==> config.mk <==
export PLATFORM = sky130hd
export DESIGN_NAME = debounce_bank
export DESIGN_NICKNAME = d
export VERILOG_FILES = /design/src/rtl/debounce_pkg.sv /design/src/rtl/debounce_cell.sv /design/src/rtl/debounce_bank.sv
export SDC_FILE = /design/constraint.sdc
export NUM_CORES = 1
export LEC_CHECK = 0
export CAP_MARGIN = 20
export CELL_PAD_IN_SITES_DETAIL_PLACEMENT = 1
export CELL_PAD_IN_SITES_GLOBAL_PLACEMENT = 2
export CORE_ASPECT_RATIO = 1.5
export CORE_MARGIN = 2
export CORE_UTILIZATION = 41
export DETAILED_ROUTE_END_ITERATION = 10
export PLACE_DENSITY = 0.85
export SLEW_MARGIN = 30
export SYNTH_ARGS = -nofsm -noshare
export SYNTH_HDL_FRONTEND = slang
export SYNTH_HIERARCHICAL = 1
export SYNTH_SLANG_ARGS = --single-unit
==> constraint.sdc <==
create_clock -name i_clk -period 2.4 [get_ports i_clk]
set_input_delay 0.6 -clock i_clk [delete_from_list [all_inputs] [get_ports i_clk]]
set_output_delay 0.6 -clock i_clk [all_outputs]
set_load 0.03 [all_outputs]
==> src/rtl/debounce_pkg.sv <==
// Shared constants, helpers and types for the debounce bank.
// Edge-pulse generation is compiled in with `define DEBOUNCE_BANK_EDGE_EN.
package debounce_pkg;

    localparam int DEBOUNCE_LIMIT_10MS_50MHZ = 500000;
    localparam int DEFAULT_SYNC_STAGES       = 2;

    // Counter width able to hold every value 0..limit.
    function automatic int cnt_width(input int limit);
        if (limit < 1) begin
            return 1;
        end
        return $clog2(limit + 1);
    endfunction

    typedef enum logic [1:0] {
        EDGE_NONE = 2'd0,
        EDGE_RISE = 2'd1,
        EDGE_FALL = 2'd2
    } edge_e;

endpackage

==> src/rtl/debounce_cell.sv <==
// One debounce channel: synchronizer chain, interval counter, stable level and edge pulses.
// Edge pulses exist only when DEBOUNCE_BANK_EDGE_EN is defined; otherwise they are tied low.
module debounce_cell
    import debounce_pkg::*;
#(
    parameter int   LIMIT       = DEBOUNCE_LIMIT_10MS_50MHZ,
    parameter int   SYNC_STAGES = DEFAULT_SYNC_STAGES,
    parameter logic IDLE_LEVEL  = 1'b0
) (
    input  logic i_clk,
    input  logic i_rst_n,
    input  logic i_switch,
    output logic o_switch,
    output logic o_rise,
    output logic o_fall
`ifdef DEBOUNCE_BANK_EDGE_EN
    ,
    output logic o_change_next
`endif
);

    localparam int            CW      = cnt_width(LIMIT);
    localparam logic [CW-1:0] CNT_MAX = CW'(LIMIT - 1);

    logic [SYNC_STAGES-1:0] sync_q;
    logic                   s;
    logic                   st_q;
    logic [CW-1:0]          cnt_q;

    always_ff @(posedge i_clk or negedge i_rst_n) begin
        if (!i_rst_n) begin
            sync_q <= {SYNC_STAGES{IDLE_LEVEL}};
        end else begin
            sync_q <= {sync_q[SYNC_STAGES-2:0], i_switch};
        end
    end

    assign s = sync_q[SYNC_STAGES-1];

    // Any sample that agrees with the stable level restarts the interval.
    always_ff @(posedge i_clk or negedge i_rst_n) begin
        if (!i_rst_n) begin
            st_q  <= IDLE_LEVEL;
            cnt_q <= '0;
        end else if (s == st_q) begin
            cnt_q <= '0;
        end else if (cnt_q == CNT_MAX) begin
            st_q  <= s;
            cnt_q <= '0;
        end else begin
            cnt_q <= cnt_q + 1'b1;
        end
    end

    assign o_switch = st_q;

`ifdef DEBOUNCE_BANK_EDGE_EN
    edge_e edge_next;
    logic  rise_q;
    logic  fall_q;

    always_comb begin
        edge_next = EDGE_NONE;
        if ((s != st_q) && (cnt_q == CNT_MAX)) begin
            edge_next = s ? EDGE_RISE : EDGE_FALL;
        end
    end

    always_ff @(posedge i_clk or negedge i_rst_n) begin
        if (!i_rst_n) begin
            rise_q <= 1'b0;
            fall_q <= 1'b0;
        end else begin
            rise_q <= (edge_next == EDGE_RISE);
            fall_q <= (edge_next == EDGE_FALL);
        end
    end

    assign o_rise        = rise_q;
    assign o_fall        = fall_q;
    assign o_change_next = (edge_next != EDGE_NONE);
`else
    assign o_rise = 1'b0;
    assign o_fall = 1'b0;
`endif

endmodule

==> src/rtl/debounce_bank.sv <==
// Bank of NUM_CH independent switch debouncers with a registered any-change flag.
// Define DEBOUNCE_BANK_EDGE_EN to build o_rise/o_fall/o_any_change; otherwise they read 0.
module debounce_bank
    import debounce_pkg::*;
#(
    parameter int   NUM_CH      = 16,
    parameter int   LIMIT       = DEBOUNCE_LIMIT_10MS_50MHZ,
    parameter int   SYNC_STAGES = DEFAULT_SYNC_STAGES,
    parameter logic IDLE_LEVEL  = 1'b0
) (
    input  logic              i_clk,
    input  logic              i_rst_n,
    input  logic [NUM_CH-1:0] i_switch,
    output logic [NUM_CH-1:0] o_switch,
    output logic [NUM_CH-1:0] o_rise,
    output logic [NUM_CH-1:0] o_fall,
    output logic              o_any_change
);

`ifdef DEBOUNCE_BANK_EDGE_EN
    logic [NUM_CH-1:0] change_next;
`endif

    for (genvar i = 0; i < NUM_CH; i++) begin : g_ch
        debounce_cell #(
            .LIMIT       (LIMIT),
            .SYNC_STAGES (SYNC_STAGES),
            .IDLE_LEVEL  (IDLE_LEVEL)
        ) u_cell (
            .i_clk         (i_clk),
            .i_rst_n       (i_rst_n),
            .i_switch      (i_switch[i]),
            .o_switch      (o_switch[i]),
            .o_rise        (o_rise[i]),
            .o_fall        (o_fall[i])
`ifdef DEBOUNCE_BANK_EDGE_EN
            ,
            .o_change_next (change_next[i])
`endif
        );
    end

`ifdef DEBOUNCE_BANK_EDGE_EN
    // Registered from the cells' next-pulse terms so it aligns with o_rise/o_fall.
    logic any_q;

    always_ff @(posedge i_clk or negedge i_rst_n) begin
        if (!i_rst_n) begin
            any_q <= 1'b0;
        end else begin
            any_q <= |change_next;
        end
    end

    assign o_any_change = any_q;
`else
    assign o_any_change = 1'b0;
`endif

endmodule

# [Word level (Yosys, flattened, before mapping)]
# Index checks and enable logic that the tools add are counted.
[word_totals] ff_bits=352 in_bits=18 output_inout_bits=49 elab_cells=160
[classes] addsub=16 eq_ne=32 mux=32 bitwise=16 n_reduce_logical=16
[ops] operator="$mux 19" n=32
[ops] operator="$add 19x1->19 const B" n=16
[ops] operator="$eq 19x19->1 const B" n=16
[ops] operator="$reduce_and 2->1" n=16
[ops] operator="$eq 1x1->1" n=16
[ops] operator="$not 1->1" n=16

# [Logic depth before layout (Yosys ltp)]
[logic_depth] depth_word=3 ltp_mapped=5 mapped_depth_nobuf=5

# [By module]
# The synthesis kept the hierarchy.
[by_module_without_submodules] module="debounce_cell at g_ch[0].u_cell ..." n_inst=15 cells_per_inst=108 area_per_inst_um2=1098.6 seq_area_each_um2=550.5
[by_module_without_submodules] module="debounce_cell at g_ch[1].u_cell" n_inst=1 cells_per_inst=108 area_per_inst_um2=1092.3 seq_area_each_um2=550.5
[by_module_without_submodules] module="debounce_bank" n_inst=1 cells_per_inst=2 area_per_inst_um2=11.3 seq_area_each_um2=0.0

# [Least setup slack after synthesis]
# OpenSTA, ideal clock, no wires.
[synth_path] path_type="register to register" startpoint="register g_ch[0].u_cell.cnt_q[0]" endpoint="register g_ch[0].u_cell.cnt_q[16]" setup_ns=0.078 t_arrival_ns=1.791 required_ns=2.322 slack_ns=0.531 stages_incl_launch_ff=6 n_path_buf=0 synth_period_minus_slack_ns=1.869 path_cell_list="dfrtp_1 > ha_1 > nand4_4 > or4_4 > or3_1 > a21oi_1"
[synth_via] elab_chain_len=3 elab_cells_between_ends=4 classes_between="add/sub (1); eq/ne (1); mux (2)"
[synth_lines] item="from (decl)" line_no="debounce_cell.sv:28" rtl="logic [CW-1:0] cnt_q;"
[synth_lines] item="from (signal assigned)" line_no="debounce_cell.sv:51" rtl="cnt_q <= cnt_q + 1'b1;"
[synth_lines] item="$add 19x1->19 / $eq 19x19->1 (equally long branches)" line_no="debounce_cell.sv:51, debounce_cell.sv:47"
[synth_lines] item="$mux 19 *" line_no="debounce_cell.sv:47" rtl="end else if (cnt_q == CNT_MAX) begin"
[synth_lines] item="$mux 19 *" line_no="debounce_cell.sv:45" rtl="end else if (s == st_q) begin"
# Mark *: on every way between the ends. The rest lies on a longest branch, timed or not.
# A chain may end at the register's enable or synchronous reset.

# [Final worst setup path]
[layout_path] startpoint="register g_ch[3].u_cell.st_q" endpoint="output o_switch[3]"
[layout_rtl] item="from (decl)" line_no="debounce_cell.sv:27" rtl="logic st_q;"
[layout_rtl] item="from (signal assigned)" line_no="debounce_cell.sv:48" rtl="st_q <= s;"
[layout_rtl] item="to (decl)" line_no="debounce_bank.sv:14" rtl="output logic [NUM_CH-1:0] o_switch,"
# No word-level cell between the ends.

==> results by group <==
Status
  • Status: finished clean

Floorplanning
  • Die width: roughly 170 um
  • Initial Utilization: a little over two fifths
  • I/O pin count: 67
  • Die Ht: 257.6 um
  • Die area: roughly 45000 sq um
  • Core area: 42130 sq um
  • Num rows: 92

Clocking
  • Hold buffers post-CTS: 1
  • Clock transition at the registers of the reported paths: 0.06 ns
  • CTS Root Cell: clkbuf_16
  • Clk sink count: 352
  • CTS H-tree lvls: 2
  • Inserted Clock Buffers: 37
  • CTS tree: built
  • Setup Buffers After CTS: 0
  • Clock Tree Buf Depth: 3
  • Clk_lat worst skew: 0.53 ns
  • Resize count post-CTS: 0

Setup path
  • Critical-path cell list: clkdlybuf4s50_1
  • CP max FO: 3
  • WP buf/inv: 1
  • Critical path's top delay family: buffers and inverters
  • Reg-to-Reg Start: g_ch[13].u_cell/cnt_q[9]
  • R2R setup slack: 0.34 ns
  • Critical path endpoint category: primary output
  • WS Path Type: flip-flop to primary output
  • R2R cell count: 4
  • CP Launch Type: flip-flop
  • Slowest stage cell, crit path: clkdlybuf4s50_1
  • CP Data Required Time: 1.80 ns
  • Worst r2r dst: g_ch[13].u_cell/o_switch
  • Worst path arrival time: 1.66 ns
  • Slowest Stage Delay on Critical Path: 0.75 ns

Synth
  • Synth cell types: 32
  • Register area share after synthesis: between 50% and 60%
  • Synthesized flop and latch total: 352
  • Mapped Avg Cell Area: 10.16 sq um
  • Synth Instances: 1730
  • Mapped Area: 17580 sq um
  • Yosys Warn Count: 6

Job
  • Max-cap violation count: 0

STA
  • Final TNS setup: 0 ns
  • RSZ-0062 raised after global routing: false
  • Final WS setup: 0.1370 ns
  • Clock Skews: 0.01025 ns
  • Max Freq: around 0.44 GHz
  • Period utilization: a little over nine tenths
  • Min Tclk post-route: 2.263 ns
  • Worst Tran Pin Value: 0.5418 ns
  • Final Hold Fails: 0
  • Pins Over Slew Limit: 0
  • Setup-failing EPs final: 0
  • Slew headroom: 63.55%

Route
  • Starting DRT DRC Count: roughly 440
  • Via count: 12470
  • # DRC: 0
  • Pre-antenna DRT Iters: 4
  • WL/cell: 15.55 um
  • Final WL: roughly 37000 um
  • Avg Vias per Cell: 5.241
  • ANT nets after route: 0

Place
  • Final Wtd Congestion: 0.8049
  • Post-DP HPWL: 26090 um
  • Input/output buffers: 33
  • Worst slack at placement: between 0.3 and 0.4 ns

Global routing
  • Initial antenna violation count: 0
  • Largest net degree at the start of global routing: 66
  • Global route overflow: 0
  • Number of global-route vias before repair: between 10000 and 15000
  • GRT Total Usage: approximately 17%
  • First-pass GRT wire length: 65120 um

Layout
  • Share of layout cells above drive strength 1: 9.802%
  • Diodes inserted: 0
  • Filler cells: 4761
  • Area growth syn-to-layout: 13.06%
  • Final Net Count: 1822

Power
  • VDD IR max: 0.4003 mV
  • Leakage: 7.921 nW
  • Power per Cell Area: 644.3 nW/um^2

Worst hold path
  • Min-Delay Path Depth: 0
  • Endpoint, Worst Hold: g_ch[4].u_cell/sync_q[1]
  • HP Start: g_ch[4].u_cell/sync_q[0]
  • HP Class: flip-flop to flip-flop
## registers in the layout (all words and copies together), names as in the netlist
name,count
g_ch.u_cell/cnt_q,304
g_ch.u_cell/sync_q,32
g_ch.u_cell/o_switch,16
## placed cells by master, fill, tap and decap left out, types with 30 or more instances in the layout
master,count
dfrtp_1,352
nor2_1,300
xnor2_1,203
nand3_1,113
nand2_1,81
nor4_1,80
inv_1,79
nand4_1,65
nor3_1,61
a21oi_1,48
clkbuf_16,39
xor2_1,36
or3_1,34
conb_1,33
o21ai_0,33
clkdlybuf4s50_1,32
buf_4,30
## layout make-up
class / count / area (sq um) / area share [%]
tap: 564 / 705.7 / 3.550
clock buffer: 51 / 1091 / 5.489
multi-input combinational: 1249 / 8088 / 40.69
clock inverter: 16 / 217.7 / 1.095
inverter: 79 / 296.5 / 1.492
sequential: 352 / 8808 / 44.31
timing repair buffer: 69 / 670.6 / 3.374
## cells in the mapped netlist
library cell  instances  area, sq um
dfrtp_1             352         8808
nor2_1              300         1126
xnor2_1             203         1778
nand3_1             113        565.5
nand2_1              81        304.0
nor4_1               80        500.5
inv_1                79        296.5
nand4_1              65        406.6
nor3_1               61        305.3
a21oi_1              48        240.2
buf_4                48        360.4
xor2_1               36        315.3
or3_1                34        212.7
o21ai_0              33        165.2
buf_2                17        85.08
conb_1               17        63.81
and2_1               16        100.1
ha_1                 16        200.2
mux2_2               16        180.2
o41ai_4              16        440.4
or4_4                16        180.2
mux2i_1              15        150.1
nand4_4              15        319.1
nor2b_1              15        93.84
nor4_2               15        187.7
nor4b_1              15        131.4
and3_1                2        12.51
and4_1                2        17.52
a21oi_2               1        8.760
clkbuf_1              1        3.750
nor4b_2               1        15.01
o31ai_1               1        7.510
## worst register-to-register path, cell delays in order, from the launching register on
cell	delay [ns]
dfrtp_1	0.45
nor4_1	0.31
nand4_1	0.23
nor4_1	0.56
mux2_2	0.39
## power by group
part,internal (mW),total [mW],switching [mW]
Clock,3.73,6.14,2.40
Combinational,0.173,0.537,0.364
Sequential,6.03,6.13,0.108
## logic make-up (layout without fill, tap and decap cells)
group                    Yosys count  after routing  synth area share, %
multiplexers                      31             31                1.879
adder cells (fa/ha/maj)           16             16                1.139
XOR/XNOR                         239            239                11.91
flip-flops                       352            352                50.10
AO/OA/AOI/OAI                     99             99                4.903
other                             17             33               0.3629
buffers and inverters            145            215                4.241
AND/OR/NAND/NOR                  831            831                25.47
## through the flow
stage                     hold WS [ns]  area (sq um)  utilization [%]  std cells  power, mW
after floorplan                 0.3044         17640                -       1746      6.571
after global placement          0.3320         18560            44.05       2312      6.773
after detailed placement        0.3364         18560            44.05       2312      6.797
after CTS                       0.3489         19880            47.18       2380      13.06
after global routing            0.3618         19880            47.18       2380      13.34
final                           0.3467         19880            47.18       2380      12.81
## per-layer routing
metal | global-route usage (%) | share of wire, % | wire, um | up-vias
met2 | 33.07 | 55 | 20380 | 116
met4 | 5.461 | 2.6 | 945 | 0
met1 | 19.18 | 40 | 14870 | 6283
li1 | - | - | - | 6010
met3 | 2.312 | 2.2 | 827 | 64
met5 | 0 | 0 | 0 | -
## how the worst max path moves through the flow
stage	endpoint	startpoint	depth (start not counted)	slack, ns
after CTS	o_switch[11]	g_ch[11].u_cell/o_switch	1	0.1
after global routing	o_switch[3]	g_ch[3].u_cell/o_switch	1	0.09
after global placement	g_ch[13].u_cell/o_switch	g_ch[13].u_cell/cnt_q[9]	4	0.38
after detailed placement	g_ch[5].u_cell/cnt_q[18]	g_ch[5].u_cell/cnt_q[0]	5	0.32
final	o_switch[3]	g_ch[3].u_cell/o_switch	1	0.14
after floorplan	g_ch[0].u_cell/cnt_q[16]	g_ch[0].u_cell/cnt_q[0]	5	0.53
Power figures use the tool's default switching activity.
